===== src/rtl/tri_err_fir.sv =====
// tri_err_fir: sticky error register with mask, first-error capture and
// req/ack reporting. Define TRI_ERR_FIR_CNT_EN for the occurrence counter.
module tri_err_fir #(
    parameter int                 WIDTH            = 8,
    parameter logic [WIDTH-1:0]   MASK_RESET_VALUE = {WIDTH{1'b0}},
    parameter bit                 INLINE           = 1'b0,
    parameter int                 CNT_WIDTH        = 4,
    localparam int                IDXW             = (WIDTH > 1) ? $clog2(WIDTH) : 1
) (
    input  logic                 clk,
    input  logic                 rst,
    input  logic [WIDTH-1:0]     err_in,
    input  logic [WIDTH-1:0]     hold_clr,
    input  logic                 mask_wr,
    input  logic [WIDTH-1:0]     mask_wdata,
    input  logic                 first_clr,
    input  logic                 cnt_clr,
    input  logic                 rpt_ack,
    output logic [WIDTH-1:0]     err_out,
    output logic [WIDTH-1:0]     hold_out,
    output logic [WIDTH-1:0]     mask_out,
    output logic                 first_valid,
    output logic [IDXW-1:0]      first_idx,
    output logic                 rpt_req,
    output logic [CNT_WIDTH-1:0] cnt_out,
    output logic                 cnt_sat
);

    typedef enum logic [1:0] {
        ST_IDLE  = 2'd0,
        ST_REQ   = 2'd1,
        ST_ACKED = 2'd2
    } state_t;

    logic [WIDTH-1:0] r_hold;
    logic [WIDTH-1:0] r_mask;
    logic             r_first_valid;
    logic [IDXW-1:0]  r_first_idx;
    state_t           r_state;
    logic             r_rpt_req;

    logic [WIDTH-1:0] w_u;
    logic             w_u_any;
    logic [WIDTH-1:0] w_held_unmasked;
    logic [IDXW-1:0]  w_low_idx;

    assign w_u             = err_in & ~r_mask;
    assign w_u_any         = |w_u;
    assign w_held_unmasked = r_hold & ~r_mask;

    // lowest set index of the unmasked error vector
    always_comb begin
        w_low_idx = '0;
        for (int i = WIDTH - 1; i >= 0; i--) begin
            if (w_u[i]) begin
                w_low_idx = IDXW'(i);
            end
        end
    end

    // sticky hold: a new error in the same cycle beats its clear
    always_ff @(posedge clk) begin
        if (rst) begin
            r_hold <= '0;
        end else begin
            r_hold <= (r_hold & ~hold_clr) | err_in;
        end
    end

    // writable mask, effective for u from the next cycle
    always_ff @(posedge clk) begin
        if (rst) begin
            r_mask <= MASK_RESET_VALUE;
        end else if (mask_wr) begin
            r_mask <= mask_wdata;
        end
    end

    // first-error capture; a fresh error beats a same-cycle re-arm
    always_ff @(posedge clk) begin
        if (rst) begin
            r_first_valid <= 1'b0;
            r_first_idx   <= '0;
        end else if (w_u_any && (!r_first_valid || first_clr)) begin
            r_first_valid <= 1'b1;
            r_first_idx   <= w_low_idx;
        end else if (first_clr) begin
            r_first_valid <= 1'b0;
        end
    end

    // report handshake: one request per episode of unmasked errors
    always_ff @(posedge clk) begin
        if (rst) begin
            r_state   <= ST_IDLE;
            r_rpt_req <= 1'b0;
        end else begin
            unique case (r_state)
                ST_IDLE: begin
                    if (w_u_any) begin
                        r_state   <= ST_REQ;
                        r_rpt_req <= 1'b1;
                    end
                end
                ST_REQ: begin
                    if (rpt_ack) begin
                        r_state   <= ST_ACKED;
                        r_rpt_req <= 1'b0;
                    end
                end
                ST_ACKED: begin
                    if (w_held_unmasked == '0) begin
                        r_state <= ST_IDLE;
                    end
                end
                default: begin
                    r_state   <= ST_IDLE;
                    r_rpt_req <= 1'b0;
                end
            endcase
        end
    end

    generate
        if (INLINE) begin : g_inline
            assign err_out = w_held_unmasked;
        end else begin : g_live
            assign err_out = w_u;
        end
    endgenerate

`ifdef TRI_ERR_FIR_CNT_EN
    logic [CNT_WIDTH-1:0] r_cnt;

    // saturating count of cycles with any unmasked error; clear wins
    always_ff @(posedge clk) begin
        if (rst) begin
            r_cnt <= '0;
        end else if (cnt_clr) begin
            r_cnt <= '0;
        end else if (w_u_any && !(&r_cnt)) begin
            r_cnt <= r_cnt + CNT_WIDTH'(1);
        end
    end

    assign cnt_out = r_cnt;
    assign cnt_sat = &r_cnt;
`else
    logic w_unused_cnt_clr;

    assign w_unused_cnt_clr = cnt_clr;
    assign cnt_out          = '0;
    assign cnt_sat          = 1'b0;
`endif

    assign hold_out    = r_hold;
    assign mask_out    = r_mask;
    assign first_valid = r_first_valid;
    assign first_idx   = r_first_idx;
    assign rpt_req     = r_rpt_req;

endmodule


===== config.mk =====
export PLATFORM = sky130hd
export DESIGN_NAME = tri_err_fir
export DESIGN_NICKNAME = d
export VERILOG_FILES = /design/src/rtl/tri_err_fir.sv
export SDC_FILE = /design/constraint.sdc
export NUM_CORES = 1
export LEC_CHECK = 0
export CORE_UTILIZATION = 39
export DETAILED_ROUTE_END_ITERATION = 8
export PLACE_DENSITY = 0.9
export SLEW_MARGIN = 20
export SYNTH_ARGS = -nofsm -noshare
export SYNTH_HDL_FRONTEND = slang
export SYNTH_SLANG_ARGS = --single-unit

===== constraint.sdc =====
create_clock -name clk -period 2.6 [get_ports clk]
set_clock_uncertainty 0.05 [all_clocks]
set_input_delay 0.26 -clock clk [delete_from_list [all_inputs] [get_ports clk]]
set_output_delay 0.26 -clock clk [all_outputs]
set_load 0.02 [all_outputs]

==> results by group, run 1 <==
Power
  • Switching power: between 0.2 and 0.25 mW
  • Part of the power in combinational logic: 29.2%
  • Internal power of the cells: ~0.56 mW
  • Power density relative to cell area: around 480 mW/mm²
  • Worst VDD drop: 0.000430 V
  • Clk network pwr share: 21.3%
  • Leak Pwr: 0.690 nW
  • Relative contribution of sequential cells to total power: ~50%
  • Share of total power consumed by net switching: 30.4%

Floorplan
  • I/O Pins: 64
  • Initial core utilization: between 40% and 50%
  • Floorplan row count: 18
  • Die outline width: 53.9 µm
  • Die footprint: 0.00290 mm²
  • Core area: 0.00250 mm²
  • Die outline height: 53.9 µm

Layout
  • Antenna Cells: 0
  • Layout overhead on the synthesized area: 58.0%
  • Fraction of final layout cells sized beyond drive strength 1: 4.35%
  • Net count, final: approximately 220

GRT
  • GRT Total Usage: 21.6%
  • Wire length of the first global-routing pass: roughly 4.4 mm
  • Remaining Overflow, GRT: 0
  • Pin count of the biggest net entering global routing: 14
  • Number of antenna violations at the first check in global routing: 0
  • Number of global-route vias before repair: 996

Critical path
  • Buf/Inv on CP: 3
  • Ordered list of cells on the worst path: clkdlybuf4s50_1 -> or2b_2 -> inv_2 -> clkdlybuf4s50_1
  • Max incr delay on CP: 0.63 ns
  • Nature of the critical path endpoint: primary output
  • Cell occurring most often along the worst timing path: sky130_fd_sc_hd__clkdlybuf4s50_1
  • Crit-path slowest cell: sky130_fd_sc_hd__clkdlybuf4s50_1
  • Largest fanout on the critical path: 4
  • Critical path start-end classification: in2out
  • R2r startpoint: mask_out[5]
  • Top cell family by delay on the critical path: buffers and inverters
  • Critical path origin: err_in[2]
  • Arrival @ worst endpoint: 1.79 ns
  • Data required time at the worst endpoint: 2.29 ns
  • Worst setup SP type: input pin

Clock network
  • Clock Tree Buf Depth: 2
  • Clock-pin transition on the worst setup and hold timing paths: 0.12 ns
  • # hold bufs at CTS: 0
  • Clock tree root driver cell: sky130_fd_sc_hd__clkbuf_4
  • Number of cells upsized or downsized after cts: 0
  • Number of levels in the clock H-tree: 1
  • Total clock sinks: 23
  • Clock tree from TritonCTS: yes
  • Worst-Skew Late Latency: 0.33 ns
  • Number of setup buffers added after CTS: 0
  • Cts bufs inserted: 3

STA
  • Worst-Margin Slew: 0.504 ns
  • Slack of the critical path: 0.499 ns
  • Tcrit/Tclk final: between 80% and 90%
  • Post-route setup TNS: 0 ns
  • RSZ-0062 raised after global routing: no
  • Count of final setup violators: 0
  • Post-layout min period: 2.10 ns
  • Worst slew margin relative to its limit: approximately 66%
  • Slew Viols, Final: 0
  • Final number of hold-violating endpoints: 0
  • Highest attainable clock frequency: 476 MHz

Route
  • Mean number of vias per cell: 5.06
  • DRC violation total after the first TritonRoute iteration: 13
  • TritonRoute pass-1 iters: 4
  • Remaining design rule violation count: 0
  • Total Wirelength: 2.85 mm
  • Antenna-violating nets left: 0
  • Via count: 1,082
  • Post-detailed-route wirelength per cell: 13.3 µm

Logic synthesis
  • Adder-cell share of the synthesized area: 0%
  • Synth Area in XOR/XNOR: 0%
  • Flip-flop cell with the highest count after synthesis: sky130_fd_sc_hd__dfxtp_1
  • Portion of netlist area occupied by mux cells: around 7.6%
  • Post-synth top cells: sky130_fd_sc_hd__dfxtp_1 (23), sky130_fd_sc_hd__nor2_1 (18), sky130_fd_sc_hd__a21oi_1 (15), sky130_fd_sc_hd__inv_1 (15), sky130_fd_sc_hd__mux2i_1 (8)
  • Number of flops mapped to enable cells by yosys: 0
  • Largest cells by area after synthesis: sky130_fd_sc_hd__dfxtp_1 (44%), sky130_fd_sc_hd__mux2i_1 (7.6%), sky130_fd_sc_hd__a21oi_1 (7.2%)
  • Synth Register Bits: 23
  • Netlist area before placement: around 0.0010 mm²
  • Simple-Gate Fraction of Synth Area: 22.2%
  • Cells after synthesis: 126
  • Portion of the post-synthesis area used by sequential elements: between 40% and 50%
  • Unique masters post-synth: 27
  • Most frequently used cell type in the post-synthesis netlist: sky130_fd_sc_hd__dfxtp_1
  • Yosys warning total: 0
  • Largest family of logic cells by synthesized area: simple AND/OR/NAND/NOR gates
  • Avg Inst Size Synth: 8.32 µm²
  • Post-synthesis cell type with the largest combined area: sky130_fd_sc_hd__dfxtp_1
  • Post-synthesis async set-or-reset flop share: 0%
  • Post-synthesis compound-gate area fraction: around 16%
  • Area fraction of the dominant cell type after synthesis: 43.9%

Worst hold path
  • Hold WC Path Type: reg2reg
  • Beginning of the worst hold path: rpt_req

Place
  • Number of buffers added on ports: 57
  • Placement Setup Slack: just over 0.5 ns
  • Final HPWL from detailed placement: 2.22 mm
  • Final GP Congestion: 0.754

Run
  • Max-cap violations: 0

Status
  • Outcome: finished, final reports clean
worst register-to-register path: cells and delay by family (launching register included):
| family | cells | cell delay (ns) |
|---|---|---|
| and+or+nand+nor | 3 | 1.19 |
| AOI/OAI and AO/OA | 1 | 0.07 |
| DFF | 1 | 0.41 |
sequential cells by signal, summed over array words and instances (netlist names):
signal,count
mask_out,8
r_state,2
hold_out,8
first_idx,3
first_valid,1
rpt_req,1
power groups by stage:
stage               Combinational [mW]  Sequential (mW)  Clock, mW
floorplan                       0.0920            0.428          0
global placement                 0.227            0.403          0
detailed placement               0.233            0.405          0
CTS                              0.235            0.397      0.171
global route                     0.250            0.401      0.185
finish                           0.234            0.398      0.171
area by class of cell:
cell class / instances / area [µm²]
fillers: 184 / 843
repair buffers: 58 / 578
multi-input cells: 83 / 494
flip-flops and latches: 23 / 460
inverters: 16 / 60.1
well taps: 30 / 37.5
clock buffers: 4 / 26.3
worst paths after layout:
kind                                      to  slack [ns]  cells past startpoint
worst max-delay path              err_out[2]        0.50                      4
worst min-delay path                 rpt_req        0.42                      2
worst max register to register  first_idx[0]        0.80                      4
worst min register to register       rpt_req        0.42                      2
metrics by stage:
stage | instances | cell area (µm²) | total power [mW] | hold slack [ns] | utilization, %
floorplan | 130 | 1060 | 0.520 | 0.289 | -
global placement | 210 | 1630 | 0.630 | 0.393 | 65.2
detailed placement | 210 | 1630 | 0.638 | 0.411 | 65.2
CTS | 214 | 1660 | 0.804 | 0.430 | 66.3
global route | 214 | 1660 | 0.836 | 0.443 | 66.3
finish | 214 | 1660 | 0.803 | 0.419 | 66.3
cells in the final DEF, fill, tap and decap left out, types with 3 or more instances in the layout:
cell type / instances
sky130_fd_sc_hd__inv_1: 15
sky130_fd_sc_hd__conb_1: 5
sky130_fd_sc_hd__clkbuf_4: 3
sky130_fd_sc_hd__mux2i_1: 8
sky130_fd_sc_hd__nor2b_1: 6
sky130_fd_sc_hd__nor2_1: 18
sky130_fd_sc_hd__clkdlybuf4s50_1: 57
sky130_fd_sc_hd__a21oi_1: 15
sky130_fd_sc_hd__o21ai_0: 3
sky130_fd_sc_hd__dfxtp_1: 23
sky130_fd_sc_hd__nor3_1: 4
sky130_fd_sc_hd__nand2b_1: 7
kinds of logic (layout without fill, tap and decap cells):
kind of cell	count (synthesis)	in the layout
muxes	8	8
DFF	23	23
and+or+nand+nor	43	43
other	1	5
buffers and inverters	24	78
AOI/OAI and AO/OA	27	27
per-layer routing:
layer	part of all wire, %	GRT usage, %	vias up
met1	43	25.4	495
met5	0	0	-
met2	46	33.7	54
met4	1.7	9.21	0
li1	-	-	528
met3	9.8	9.60	5
No activity file was read; power rests on OpenSTA's default activity.
==> run 2: changes to the inputs <==
Settings changed: CORE_UTILIZATION 39 to 36, PLACE_DENSITY 0.9 to 0.84.
Clock period 2.6 ns to 1.95 ns, I/O delays scaled along.
==> run 2 against run 1 <==
Wire length decreased by 7.0%. Non-clock buffer count is 3 higher. First-iteration DRC count up 62%. Utilization fell by 5.2 points. Sequential share of layout area down 0.43 points. Via count is 2.0% lower. Clock power grew 29%. Highest routed layer is now met3.
==> results by group, run 2 (synthesized netlist as in run 1, its figures left out) <==
Clock network
  • Worst-Skew Late Latency: 0.30 ns (-0.03 ns)
  • # hold bufs at CTS: 0 (unchanged)
  • Cts bufs inserted: 3 (unchanged)
  • Total clock sinks: 23 (unchanged)
  • Number of levels in the clock H-tree: 1 (unchanged)
  • Clock tree from TritonCTS: yes
  • Clock-pin transition on the worst setup and hold timing paths: 0.12 ns (about the same)
  • Number of cells upsized or downsized after cts: 0 (unchanged)
  • Clock tree root driver cell: sky130_fd_sc_hd__clkbuf_4
  • Number of setup buffers added after CTS: 0 (unchanged)
  • Clock Tree Buf Depth: 2 (unchanged)

Critical path
  • Ordered list of cells on the worst path: clkdlybuf4s50_1 -> nor2b_1 -> clkdlybuf4s50_1
  • Largest fanout on the critical path: 4 (unchanged)
  • Worst setup SP type: input pin
  • Cell occurring most often along the worst timing path: sky130_fd_sc_hd__clkdlybuf4s50_1
  • Crit-path slowest cell: sky130_fd_sc_hd__clkdlybuf4s50_1
  • Max incr delay on CP: 0.67 ns (+0.04 ns)
  • Top cell family by delay on the critical path: buffers and inverters
  • Data required time at the worst endpoint: 1.70 ns (-0.59 ns)
  • Arrival @ worst endpoint: 1.63 ns (-0.16 ns)
  • Buf/Inv on CP: 2 (-1)
  • Critical path start-end classification: in2out
  • Nature of the critical path endpoint: primary output

Run
  • Max-cap violations: 0 (unchanged)

Route
  • Post-detailed-route wirelength per cell: 12.1 µm (-8.7%)
  • Remaining design rule violation count: 0 (unchanged)
  • Mean number of vias per cell: 4.86 (-3.8%)
  • DRC violation total after the first TritonRoute iteration: 21 (+8)
  • Antenna-violating nets left: 0 (unchanged)
  • TritonRoute pass-1 iters: 4 (unchanged)
  • Via count: 1,060 (-2.0%)
  • Total Wirelength: 2.65 mm (-7.0%)

Power
  • Worst VDD drop: 0.000438 V (+1.9%)
  • Power density relative to cell area: 631 mW/mm² (+30%)
  • Total Power: 1.06 mW (+32%)
  • Leak Pwr: 0.715 nW (+3.7%)

STA
  • Highest attainable clock frequency: 533 MHz
  • Slew Viols, Final: 0 (unchanged)
  • Tcrit/Tclk final: 96.2%
  • Final number of hold-violating endpoints: 0 (unchanged)
  • Count of final setup violators: 0 (unchanged)
  • Fin Hold WS: 0.410 ns (-0.00926 ns)
  • Post-layout min period: 1.88 ns
  • Slack of the critical path: 0.0748 ns (-0.424 ns)
  • Post-route setup TNS: 0 ns (unchanged)
  • RSZ-0062 raised after global routing: no

Floorplan
  • Core area: 0.00276 mm² (+10%)
  • I/O Pins: 64 (unchanged)
  • Floorplan row count: 19 (+1)
  • Die footprint: 0.00313 mm² (+8.0%)
  • Die outline width: 56.0 µm (+3.9%)
  • Initial core utilization: 38.0% (-3.9 points)
  • Die outline height: 56.0 µm (+3.9%)

Place
  • Final HPWL from detailed placement: 2.09 mm (-6.0%)
  • Final GP Congestion: 0.799 (+6.0%)
  • Total instance count after detailed placement: 214 (+1.9%)
  • Cell Area, Placed: 0.00165 mm² (+1.5%)
  • Number of buffers added on ports: 57 (unchanged)
  • Placement Setup Slack: -0.0516 ns (-0.567 ns)

Layout
  • Layout overhead on the synthesized area: 60.5%
  • Filler cell count: 256 (+39%)
  • Final std cell area, no fill: 0.00168 mm² (+1.6%)
  • Most frequent standard cell in the layout excluding fill and tap cells: sky130_fd_sc_hd__clkdlybuf4s50_1
  • Most used cells in the layout excluding fill and tap cells: sky130_fd_sc_hd__clkdlybuf4s50_1 (56), sky130_fd_sc_hd__dfxtp_1 (23), sky130_fd_sc_hd__nor2_1 (18), sky130_fd_sc_hd__inv_1 (15), sky130_fd_sc_hd__a21oi_1 (15)
  • Net count, final: 218 (+1.4%)
  • Post-layout util: 61.0% (-5.2 points)
  • Antenna Cells: 0 (unchanged)
  • Final non-filler cell total: 218 (+1.9%)
  • Fraction of final layout cells sized beyond drive strength 1: 5.88% (+1.5 points)

GRT
  • Number of antenna violations at the first check in global routing: 0 (unchanged)
  • GRT Total Usage: 16.4% (-5.2 points)
  • Wire length of the first global-routing pass: 4.15 mm (-4.7%)
  • Pin count of the biggest net entering global routing: 24 (+10)
  • Remaining Overflow, GRT: 0 (unchanged)
  • Number of global-route vias before repair: 973 (-2.3%)

Worst hold path
  • Hold WC Path Type: reg2reg

Status
  • Outcome: finished, final reports clean
run 2: changes by cell type in the layout (fill, tap and decap cells not counted):
cell,previous run,this run
sky130_fd_sc_hd__buf_4,1,4
sky130_fd_sc_hd__clkdlybuf4s50_1,57,56
sky130_fd_sc_hd__dlymetal6s2s_1,0,1
run 2: cell type report:
type / count / area, µm² / area share (%)
Inverter: 16 / 60.1 / 3.57
Multi-Input combinational cell: 83 / 494 / 29.4
Timing Repair Buffer: 61 / 603 / 35.8
Tap cell: 31 / 38.8 / 2.30
Clock buffer: 4 / 26.3 / 1.56
Sequential cell: 23 / 460 / 27.4
run 2: worst paths after layout:
check | startpoint | end | slack (ns) | cells past startpoint
min | rpt_req | rpt_req | 0.41 | 2
min reg2reg | rpt_req | rpt_req | 0.41 | 2
max | err_in[1] | err_out[1] | 0.07 | 3
max reg2reg | mask_out[2] | first_idx[0] | 0.24 | 5
run 2: tightest hold or removal path, cell delays in order, from the launching register on:
cell and delay (ns):
sky130_fd_sc_hd__dfxtp_1 0.33, sky130_fd_sc_hd__nand2_1 0.05, sky130_fd_sc_hd__a21oi_1 0.05
run 2: routing by layer:
metal | vias to the layer above | track usage (%) | wire length (µm)
met4 | 0 | 4.88 | 0
met5 | - | 0 | 0
met3 | 0 | 3.49 | 160
met1 | 477 | 20.6 | 1190
li1 | 539 | - | -
met2 | 44 | 28.1 | 1290
run 2: where the power goes:
part	switching (mW)	internal, mW
Combinational	0.145	0.167
Clock	0.141	0.0797
Sequential	0.0270	0.502
